===== src/rtl/uart_pkg.sv =====
// rtl/uart_pkg.sv - shared types and constants for the UART transmit path
package uart_pkg;

    typedef enum logic [2:0] {
        IDLE,
        START,
        DATA,
        PARITY,
        STOP
    } state_t;

    localparam logic [2:0] SEL_DEFAULT = 3'b100;

    // Bit periods in one frame: start + data + optional parity + stop bits.
    function automatic int frame_ticks(input int data_bits, input int parity_en, input int stop_bits);
        return 1 + data_bits + parity_en + stop_bits;
    endfunction

endpackage


===== src/rtl/uart_tx_ctrl.sv =====
// rtl/uart_tx_ctrl.sv - UART frame sequencer driving the baud divider select/reset and Tx pin
module uart_tx_ctrl #(
    parameter int DATA_BITS = 8,
    parameter int PARITY_EN = 0,
    parameter int STOP_BITS = 1
) (
    input  logic       i_clk,
    input  logic       i_rst,
    input  logic [2:0] i_select,
    output logic [2:0] o_baud_sel,
    output logic       o_baud_rst,
    input  logic       i_baud_tick,
    input  logic [7:0] i_tx_data,
    input  logic       i_tx_valid,
    output logic       o_tx_ready,
    output logic       o_tx,
    output logic       o_busy,
    output logic       o_frame_done
);
    import uart_pkg::*;

    localparam logic [2:0] LAST_BIT  = 3'(DATA_BITS - 1);
    localparam logic [2:0] LAST_STOP = 3'(STOP_BITS - 1);
    localparam logic [7:0] DATA_MASK = 8'((1 << DATA_BITS) - 1);

    state_t     r_state;
    state_t     w_state_next;
    logic [7:0] r_shift;
    logic [2:0] r_bit_cnt;
    logic       r_parity;
    logic       r_tx;
    logic       r_tx_ready;
    logic       r_frame_done;
    logic       r_baud_rst;
    logic [2:0] r_baud_sel;

    logic [7:0] w_shift_next;
    logic [2:0] w_bit_cnt_next;
    logic       w_parity_next;
    logic       w_tx_next;
    logic       w_tx_ready_next;
    logic       w_frame_done_next;
    logic       w_baud_rst_next;
    logic [2:0] w_baud_sel_next;

    logic       w_accept;
    logic       w_tick;
    logic [7:0] w_data_masked;

    assign w_accept      = i_tx_valid & r_tx_ready;
    // The divider is being realigned while BaudRst is high, so any strobe then is stale.
    assign w_tick        = i_baud_tick & ~r_baud_rst;
    assign w_data_masked = i_tx_data & DATA_MASK;

    always_ff @(posedge i_clk or posedge i_rst) begin
        if (i_rst) begin
            r_state      <= IDLE;
            r_shift      <= 8'd0;
            r_bit_cnt    <= 3'd0;
            r_parity     <= 1'b0;
            r_tx         <= 1'b1;
            r_tx_ready   <= 1'b0;
            r_frame_done <= 1'b0;
            r_baud_rst   <= 1'b0;
            r_baud_sel   <= SEL_DEFAULT;
        end else begin
            r_state      <= w_state_next;
            r_shift      <= w_shift_next;
            r_bit_cnt    <= w_bit_cnt_next;
            r_parity     <= w_parity_next;
            r_tx         <= w_tx_next;
            r_tx_ready   <= w_tx_ready_next;
            r_frame_done <= w_frame_done_next;
            r_baud_rst   <= w_baud_rst_next;
            r_baud_sel   <= w_baud_sel_next;
        end
    end

    always_comb begin
        w_state_next = r_state;
        case (r_state)
            IDLE:    if (w_accept) w_state_next = START;
            START:   if (w_tick) w_state_next = DATA;
            DATA:    if (w_tick && r_bit_cnt == LAST_BIT)
                         w_state_next = (PARITY_EN != 0) ? PARITY : STOP;
            PARITY:  if (w_tick) w_state_next = STOP;
            STOP:    if (w_tick && r_bit_cnt == LAST_STOP) w_state_next = IDLE;
            default: w_state_next = IDLE;
        endcase
    end

    always_comb begin
        w_shift_next      = r_shift;
        w_bit_cnt_next    = r_bit_cnt;
        w_parity_next     = r_parity;
        w_tx_next         = r_tx;
        w_tx_ready_next   = r_tx_ready;
        w_frame_done_next = 1'b0;
        w_baud_rst_next   = 1'b0;
        w_baud_sel_next   = r_baud_sel;
        case (r_state)
            IDLE: begin
                w_tx_next       = 1'b1;
                w_tx_ready_next = 1'b1;
                if (w_accept) begin
                    w_tx_ready_next = 1'b0;
                    w_baud_rst_next = 1'b1;
                    w_baud_sel_next = i_select;
                    w_shift_next    = w_data_masked;
                    w_parity_next   = ^w_data_masked;
                end
            end
            START: begin
                if (r_baud_rst) w_tx_next = 1'b0;
                if (w_tick) begin
                    w_tx_next      = r_shift[0];
                    w_bit_cnt_next = 3'd0;
                end
            end
            DATA: begin
                if (w_tick) begin
                    w_shift_next = r_shift >> 1;
                    if (r_bit_cnt == LAST_BIT) begin
                        w_tx_next      = (PARITY_EN != 0) ? r_parity : 1'b1;
                        w_bit_cnt_next = 3'd0;
                    end else begin
                        w_tx_next      = r_shift[1];
                        w_bit_cnt_next = r_bit_cnt + 3'd1;
                    end
                end
            end
            PARITY: begin
                if (w_tick) begin
                    w_tx_next      = 1'b1;
                    w_bit_cnt_next = 3'd0;
                end
            end
            STOP: begin
                w_tx_next = 1'b1;
                if (w_tick) begin
                    if (r_bit_cnt == LAST_STOP) begin
                        w_frame_done_next = 1'b1;
                        w_tx_ready_next   = 1'b1;
                        w_bit_cnt_next    = 3'd0;
                    end else begin
                        w_bit_cnt_next = r_bit_cnt + 3'd1;
                    end
                end
            end
            default: w_tx_next = 1'b1;
        endcase
    end

    assign o_tx         = r_tx;
    assign o_tx_ready   = r_tx_ready;
    assign o_frame_done = r_frame_done;
    assign o_baud_rst   = r_baud_rst;
    assign o_baud_sel   = r_baud_sel;
    assign o_busy       = (r_state != IDLE);

endmodule


===== config.mk =====
export PLATFORM = sky130hd
export DESIGN_NAME = uart_tx_ctrl
export DESIGN_NICKNAME = d
export VERILOG_FILES = /design/src/rtl/uart_pkg.sv /design/src/rtl/uart_tx_ctrl.sv
export SDC_FILE = /design/constraint.sdc
export NUM_CORES = 1
export LEC_CHECK = 0
export ABC_AREA = 1
export CORE_ASPECT_RATIO = 0.9
export CORE_UTILIZATION = 54
export DETAILED_ROUTE_END_ITERATION = 10
export PLACE_DENSITY = 0.8
export SETUP_SLACK_MARGIN = 0.2
export SLEW_MARGIN = 0
export SYNTH_ARGS = -nofsm -noshare
export SYNTH_HDL_FRONTEND = slang
export SYNTH_SLANG_ARGS = --single-unit

===== constraint.sdc =====
create_clock -name i_clk -period 3.2 [get_ports i_clk]
set_input_delay 0.64 -clock i_clk [delete_from_list [all_inputs] [get_ports i_clk]]
set_output_delay 0.64 -clock i_clk [all_outputs]
set_load 0.01 [all_outputs]

==> flow_metrics.py, run 1 <==
metrics = {
    "sta": {
        "finClkSkew_ns": 0.009507,
        "worstMarginPinSlew_ns": 0.7781,
        "hold_violations": 0,
        "grt_setup_unrepaired": "no",
        "fin_hold_ws_ns": 0.4964,
        "clock.fmax_mhz": 444.0,
        "period_needed_ns": 2.252,
        "fin_tns_setup_ns": 0,
        "max-slew-margin-rel": 0.4807,
        "setup-violations-final": 0,
        "finalCritPeriodShare": 0.7038,
        "slew_viol_final": 0,
    },
    "drt": {
        "drt_wl_total_um": 2421,
        "firstDrtPassIters": 4,
        "num_vias": 1070,
        "wire_per_inst_um": 11.53,
        "drc": 0,
        "drtIter0Drc": 22,
        "antenna_left": 0,
        "vias_per_cell": 5.095,
    },
    "placed_design": {
        "port-buffer-count": 22,
        "dpl.cell_count": 206,
        "placed_cell_area_mm2": 0.001445,
        "place_congestion": 0.8446,
        "dp_hpwl_um": 1834,
    },
    "yosys": {
        "seq_area_frac_synth": 0.4382,
        "synthArstFlopShare": 1.000,
        "ys_warn_count": 0,
        "synth_fp_nets": 178,
        "synth_top_area_cell": "dfrtp_1",
        "synth_ff_type": "dfrtp_1",
        "synth_edf_count": 0,
        "syn_area_mm2": 0.001205,
        "ys_seq_elements": 21,
        "syn_avg_cell_area_um2": 7.531,
        "synth_top_area_frac": 0.3946,
        "syn_inst": 160,
        "post-synth-top-count-cell": "nand2_1",
        "netlist_top_cells_area": "dfrtp_1 39%, nand2_1 26%, dfstp_2 4.4%",
        "synth_common_cells": "82 x nand2_1, 19 x dfrtp_1, 10 x nand3_1",
        "ys_types": 20,
    },
    "job": {
        "maxCapViolations": 0,
    },
    "power": {
        "p_int_w": 0.0007560,
        "clock_power_share": 0.091,
        "power.density_mw_per_mm2": 969.3,
        "switching_share": 0.4713,
        "ir_drop_mv": 0.5393,
        "seqPwrFrac": 0.347,
        "p_leak_nw": 0.7795,
        "p_switching_w": 0.0006739,
        "pwr-share-comb": 0.562,
    },
    "cells_and_area": {
        "layout.cells.non_filler": 210,
        "final_nets": 204,
        "syn2layout_area_growth_pct": 22.43,
        "final_cell_area_mm2": 0.001475,
        "final_util": 0.7346,
        "layout-drive-gt1-share": 0.1514,
        "antennaDiodeCount": 0,
    },
    "global_routing": {
        "grt_pass1_wl_um": 4126,
        "antenna_found_initial": 0,
        "grt_use_total": 0.2373,
        "grt_overflow_total": 0,
        "grt_max_degree": 22,
        "grt_pass1_vias": 1020,
    },
    "die": {
        "die_w_um": 51.79,
        "io_pins": 23,
        "core_mm2": 0.002008,
        "start_util": 0.6000,
        "rows": 15,
        "fp.dieH_um": 46.81,
        "die_area_mm2": 0.002424,
    },
    "hold_path": {
        "hp-class": "reg -> reg",
        "worstHoldStart": "r_shift[4]",
    },
    "worst_setup_path": {
        "cp-startpoint": "r_state[0]",
        "start_kind": "register",
        "timing.rr.start": "r_bit_cnt[0]",
        "crit_arrival_ns": 1.61,
        "end_kind": "output pin",
        "crit_type": "reg -> out",
        "cp_max_fo": 6,
        "cp.required_ns": 2.56,
    },
    "clock_tree": {
        "cts_resized": 0,
        "cts_setup_buffers": 0,
        "cts_root_buffer": "clkbuf_4",
        "cts_tree": "yes",
        "path_clk_slew_ns": 0.12,
        "cts_buffers": 3,
        "clkSinkCount": 21,
        "clk_path_buf_depth": 2,
        "cts-hold-fix-buffers": 0,
        "clock_latency_ns": 0.31,
        "htree_num_levels": 1,
    },
    "run_status": {
        "status": "finished clean",
    },
}
-- metal layers --
metal,up-vias,track usage,share of wire
met2,25,0.4312,0.52
met1,503,0.2557,0.44
li1,540,-,-
met4,0,0.1027,0.0037
met5,-,0,0
met3,2,0.08414,0.041
-- metrics by stage --
| step | worst slack (ns) | power (W) |
|---|---|---|
| after floorplan | 1.804 | 0.001071 |
| after global placement | 1.215 | 0.001266 |
| after detailed placement | 1.160 | 0.001305 |
| after CTS | 0.9362 | 0.001442 |
| after global routing | 0.8938 | 0.001567 |
| final | 0.9479 | 0.001430 |
-- critical path: stages, from the launching register on --
cell and delay (ns):
dfrtp_1 0.50, nor2_4 0.20, nand2_1 0.11, clkdlybuf4s50_1 0.50
-- area by class of cell --
| class | count | area [um^2] |
|---|---|---|
| Clock buffer | 3 | 22.52 |
| Clock inverter | 1 | 7.507 |
| Fill cell | 148 | 533.0 |
| Inverter | 18 | 68.82 |
| Multi-Input combinational cell | 120 | 596.8 |
| Sequential cell | 21 | 528.0 |
| Tap cell | 25 | 31.28 |
| Timing Repair Buffer | 22 | 220.2 |
-- power groups by stage --
stage | Combinational [W] | Clock, W | Sequential, W
finish | 0.000804 | 0.000130 | 0.000496
global route | 0.000911 | 0.000149 | 0.000507
CTS | 0.000811 | 0.000137 | 0.000494
detailed placement | 0.000809 | 0 | 0.000496
global placement | 0.000772 | 0 | 0.000494
floorplan | 0.000574 | 0 | 0.000497
-- cells by family (layout without fill, tap and decap cells) --
group	Yosys count	count (layout)	synth area share
AND/OR/NAND/NOR	107	107	0.4039
AO/OA/AOI/OAI	10	10	0.06023
buffers and inverters	19	44	0.06645
adder cells (fa/ha/maj)	3	3	0.03116
flip-flops	21	21	0.4382
-- cells in the final DEF, fill, tap and decap left out, types with 3 or more instances in the layout --
| cell | n |
|---|---|
| inv_2 | 8 |
| inv_1 | 9 |
| nor2_1 | 4 |
| nand2_1 | 82 |
| clkdlybuf4s50_1 | 22 |
| ha_1 | 3 |
| o21ai_0 | 4 |
| nand3_1 | 10 |
| dfrtp_1 | 19 |
| nand2_4 | 4 |
| o21ai_1 | 3 |
| clkbuf_4 | 3 |
-- flip-flops by register name, summed over array words and instances (netlist names) --
name / count
o_baud_sel: 3
r_shift: 8
r_bit_cnt: 3
o_baud_rst: 1
r_state: 3
o_tx_ready: 1
o_frame_done: 1
o_tx: 1
-- path summary, 6_finish.rpt --
check / end / slack (ns) / cells past startpoint
setup / recovery: o_busy / 0.95 / 3
hold / removal: r_shift[4] / 0.50 / 2
setup reg to reg: r_state[1] / 1.74 / 9
hold reg to reg: r_shift[4] / 0.50 / 2
max in group asynchronous: r_bit_cnt[0] / 1.95 / 2
min in group asynchronous: r_shift[7] / 0.76 / 2
Note: power is estimated with default switching activity, not from simulation.
==> inputs of run 2 (changes only) <==
- CORE_UTILIZATION: 54 -> 51
- PLACE_DENSITY: 0.8 -> 0.76
- clock period: 3.2 -> 2.4 ns (I/O delays scaled with it)
==> run 2 against run 1 <==
Critical path depth did not move. Final area up 0.42%. Worst hold slack got worse by 0.016 ns.
==> flow_metrics.py, run 2 (synthesis results as in run 1) <==
metrics = {
    "drt": {
        "vias_per_cell": 4.911,
        "wire_per_inst_um": 11.81,
        "drt_wl_total_um": 2515,
        "antenna_left": 0,
        "firstDrtPassIters": 4,
        "drtIter0Drc": 18,
        "drc": 0,
        "num_vias": 1046,
    },
    "die": {
        "core_mm2": 0.002202,
        "rows": 16,
        "fp.dieH_um": 48.11,
        "io_pins": 23,
        "start_util": 0.5472,
        "die_w_um": 53.24,
        "die_area_mm2": 0.002561,
    },
    "worst_setup_path": {
        "cp_max_fo": 6,
        "timing.rr.start": "r_bit_cnt[0]",
        "reg2reg_to": "r_state[1]",
        "crit_arrival_ns": 1.57,
        "end_kind": "output pin",
        "worst_r2r_path_depth": 9,
        "cp.required_ns": 1.92,
        "reg2reg_slack_ns": 0.90,
        "crit_type": "reg -> out",
        "start_kind": "register",
    },
    "global_routing": {
        "grt_overflow_total": 0,
        "grt_max_degree": 22,
        "grt_use_total": 0.2227,
        "antenna_found_initial": 0,
        "grt_pass1_vias": 942,
        "grt_pass1_wl_um": 3960,
    },
    "cells_and_area": {
        "layout_common_cells": "82 x nand2_1, 22 x clkdlybuf4s50_1, 19 x dfrtp_1, 10 x nand3_1, 9 x inv_1",
        "fillers": 201,
        "top_register": "r_shift",
        "final_nets": 205,
        "largest_register_ffs": 8,
        "final_util": 0.6727,
        "layout-drive-gt1-share": 0.1505,
        "final_common_cell": "nand2_1",
        "syn2layout_area_growth_pct": 22.95,
        "antennaDiodeCount": 0,
    },
    "clock_tree": {
        "clkSinkCount": 21,
        "htree_num_levels": 1,
        "cts-hold-fix-buffers": 0,
        "cts_buffers": 3,
        "cts_resized": 0,
        "cts_setup_buffers": 0,
        "clk_path_buf_depth": 2,
        "path_clk_slew_ns": 0.12,
        "cts_root_buffer": "clkbuf_4",
        "clock_latency_ns": 0.31,
        "cts_tree": "yes",
    },
    "run_status": {
        "status": "finished clean",
    },
    "sta": {
        "finClkSkew_ns": 0.005434,
        "clock.fmax_mhz": 488.0,
        "setup-violations-final": 0,
        "max-slew-margin-rel": 0.7801,
        "fin_tns_setup_ns": 0,
        "finalCritPeriodShare": 0.8539,
        "period_needed_ns": 2.049,
        "grt_setup_unrepaired": "no",
        "hold_violations": 0,
        "postLayoutSetupSlackWorst_ns": 0.3507,
        "fin_hold_ws_ns": 0.4799,
        "slew_viol_final": 0,
        "worstMarginPinSlew_ns": 0.3295,
    },
    "hold_path": {
        "hp-class": "in -> async",
    },
    "placed_design": {
        "port-buffer-count": 22,
        "place_ws_ns": 0.4835,
        "place_congestion": 0.8461,
        "dp_hpwl_um": 1974,
    },
    "power": {
        "ir_drop_mv": 0.7460,
        "power.density_mw_per_mm2": 1288,
        "p_leak_nw": 0.7853,
    },
    "job": {
        "maxCapViolations": 0,
    },
}
[run 2: changes by cell type in the layout (fill, tap and decap cells not counted), sizes merged]
cell,delta
clkinvlp,-1
clkbuf,+1
buf,+1
[run 2: final cells by class]
class	instances	area, um^2	share of cell area
Multi-Input combinational cell	120	596.8	0.4029
Sequential cell	21	528.0	0.3564
Timing Repair Buffer	23	227.7	0.1537
Inverter	18	68.82	0.04645
Tap cell	27	33.78	0.02280
Clock buffer	4	26.28	0.01774
[run 2: power breakdown]
part           internal [W]  leakage [nW]  total, W  switching (W)
logic              0.000419         0.509   0.00107       0.000654
registers          0.000527         0.262  0.000661       0.000134
clock network     0.0000650        0.0150  0.000174       0.000109
[run 2: worst max path at each step]
stage / startpoint / to / slack [ns]
final: r_state[0] / o_busy / 0.35
after global routing: r_state[0] / o_busy / 0.25
after CTS: r_state[0] / o_busy / 0.34
after detailed placement: i_baud_tick / r_state[1] / 0.48
after global placement: i_baud_tick / r_state[1] / 0.59
after floorplan: r_bit_cnt[0] / r_state[1] / 1.12
[run 2: metrics by stage]
stage          instance area (um^2)  instances  power (W)
4_1_cts                        1481        213   0.001919
2_1_floorplan                  1205        160   0.001428
3_3_place_gp                   1455        209   0.001688
3_5_place_dp                   1455        209   0.001744
5_1_grt                        1481        213   0.002092
6_report                       1481        213   0.001908
[run 2: worst max-delay path: stages (launching register included)]
cell and delay (ns):
dfrtp_1 0.49, nor2_4 0.19, nand2_1 0.10, clkdlybuf4s50_1 0.48
[run 2: metal layers]
| layer | vias up | global-route usage | share of wire |
|---|---|---|---|
| met2 | 20 | 0.4075 | 0.52 |
| met4 | 0 | 0.06842 | 0.0040 |
| met3 | 2 | 0.07477 | 0.039 |
| met5 | - | 0 | 0 |
| li1 | 541 | - | - |
| met1 | 483 | 0.2490 | 0.43 |
==> inputs of run 3 (changes only) <==
- TNS_END_PERCENT: not set -> 100
==> results of run 3 <==
No change in the layout: final DEF, timing and power equal those of run 2.
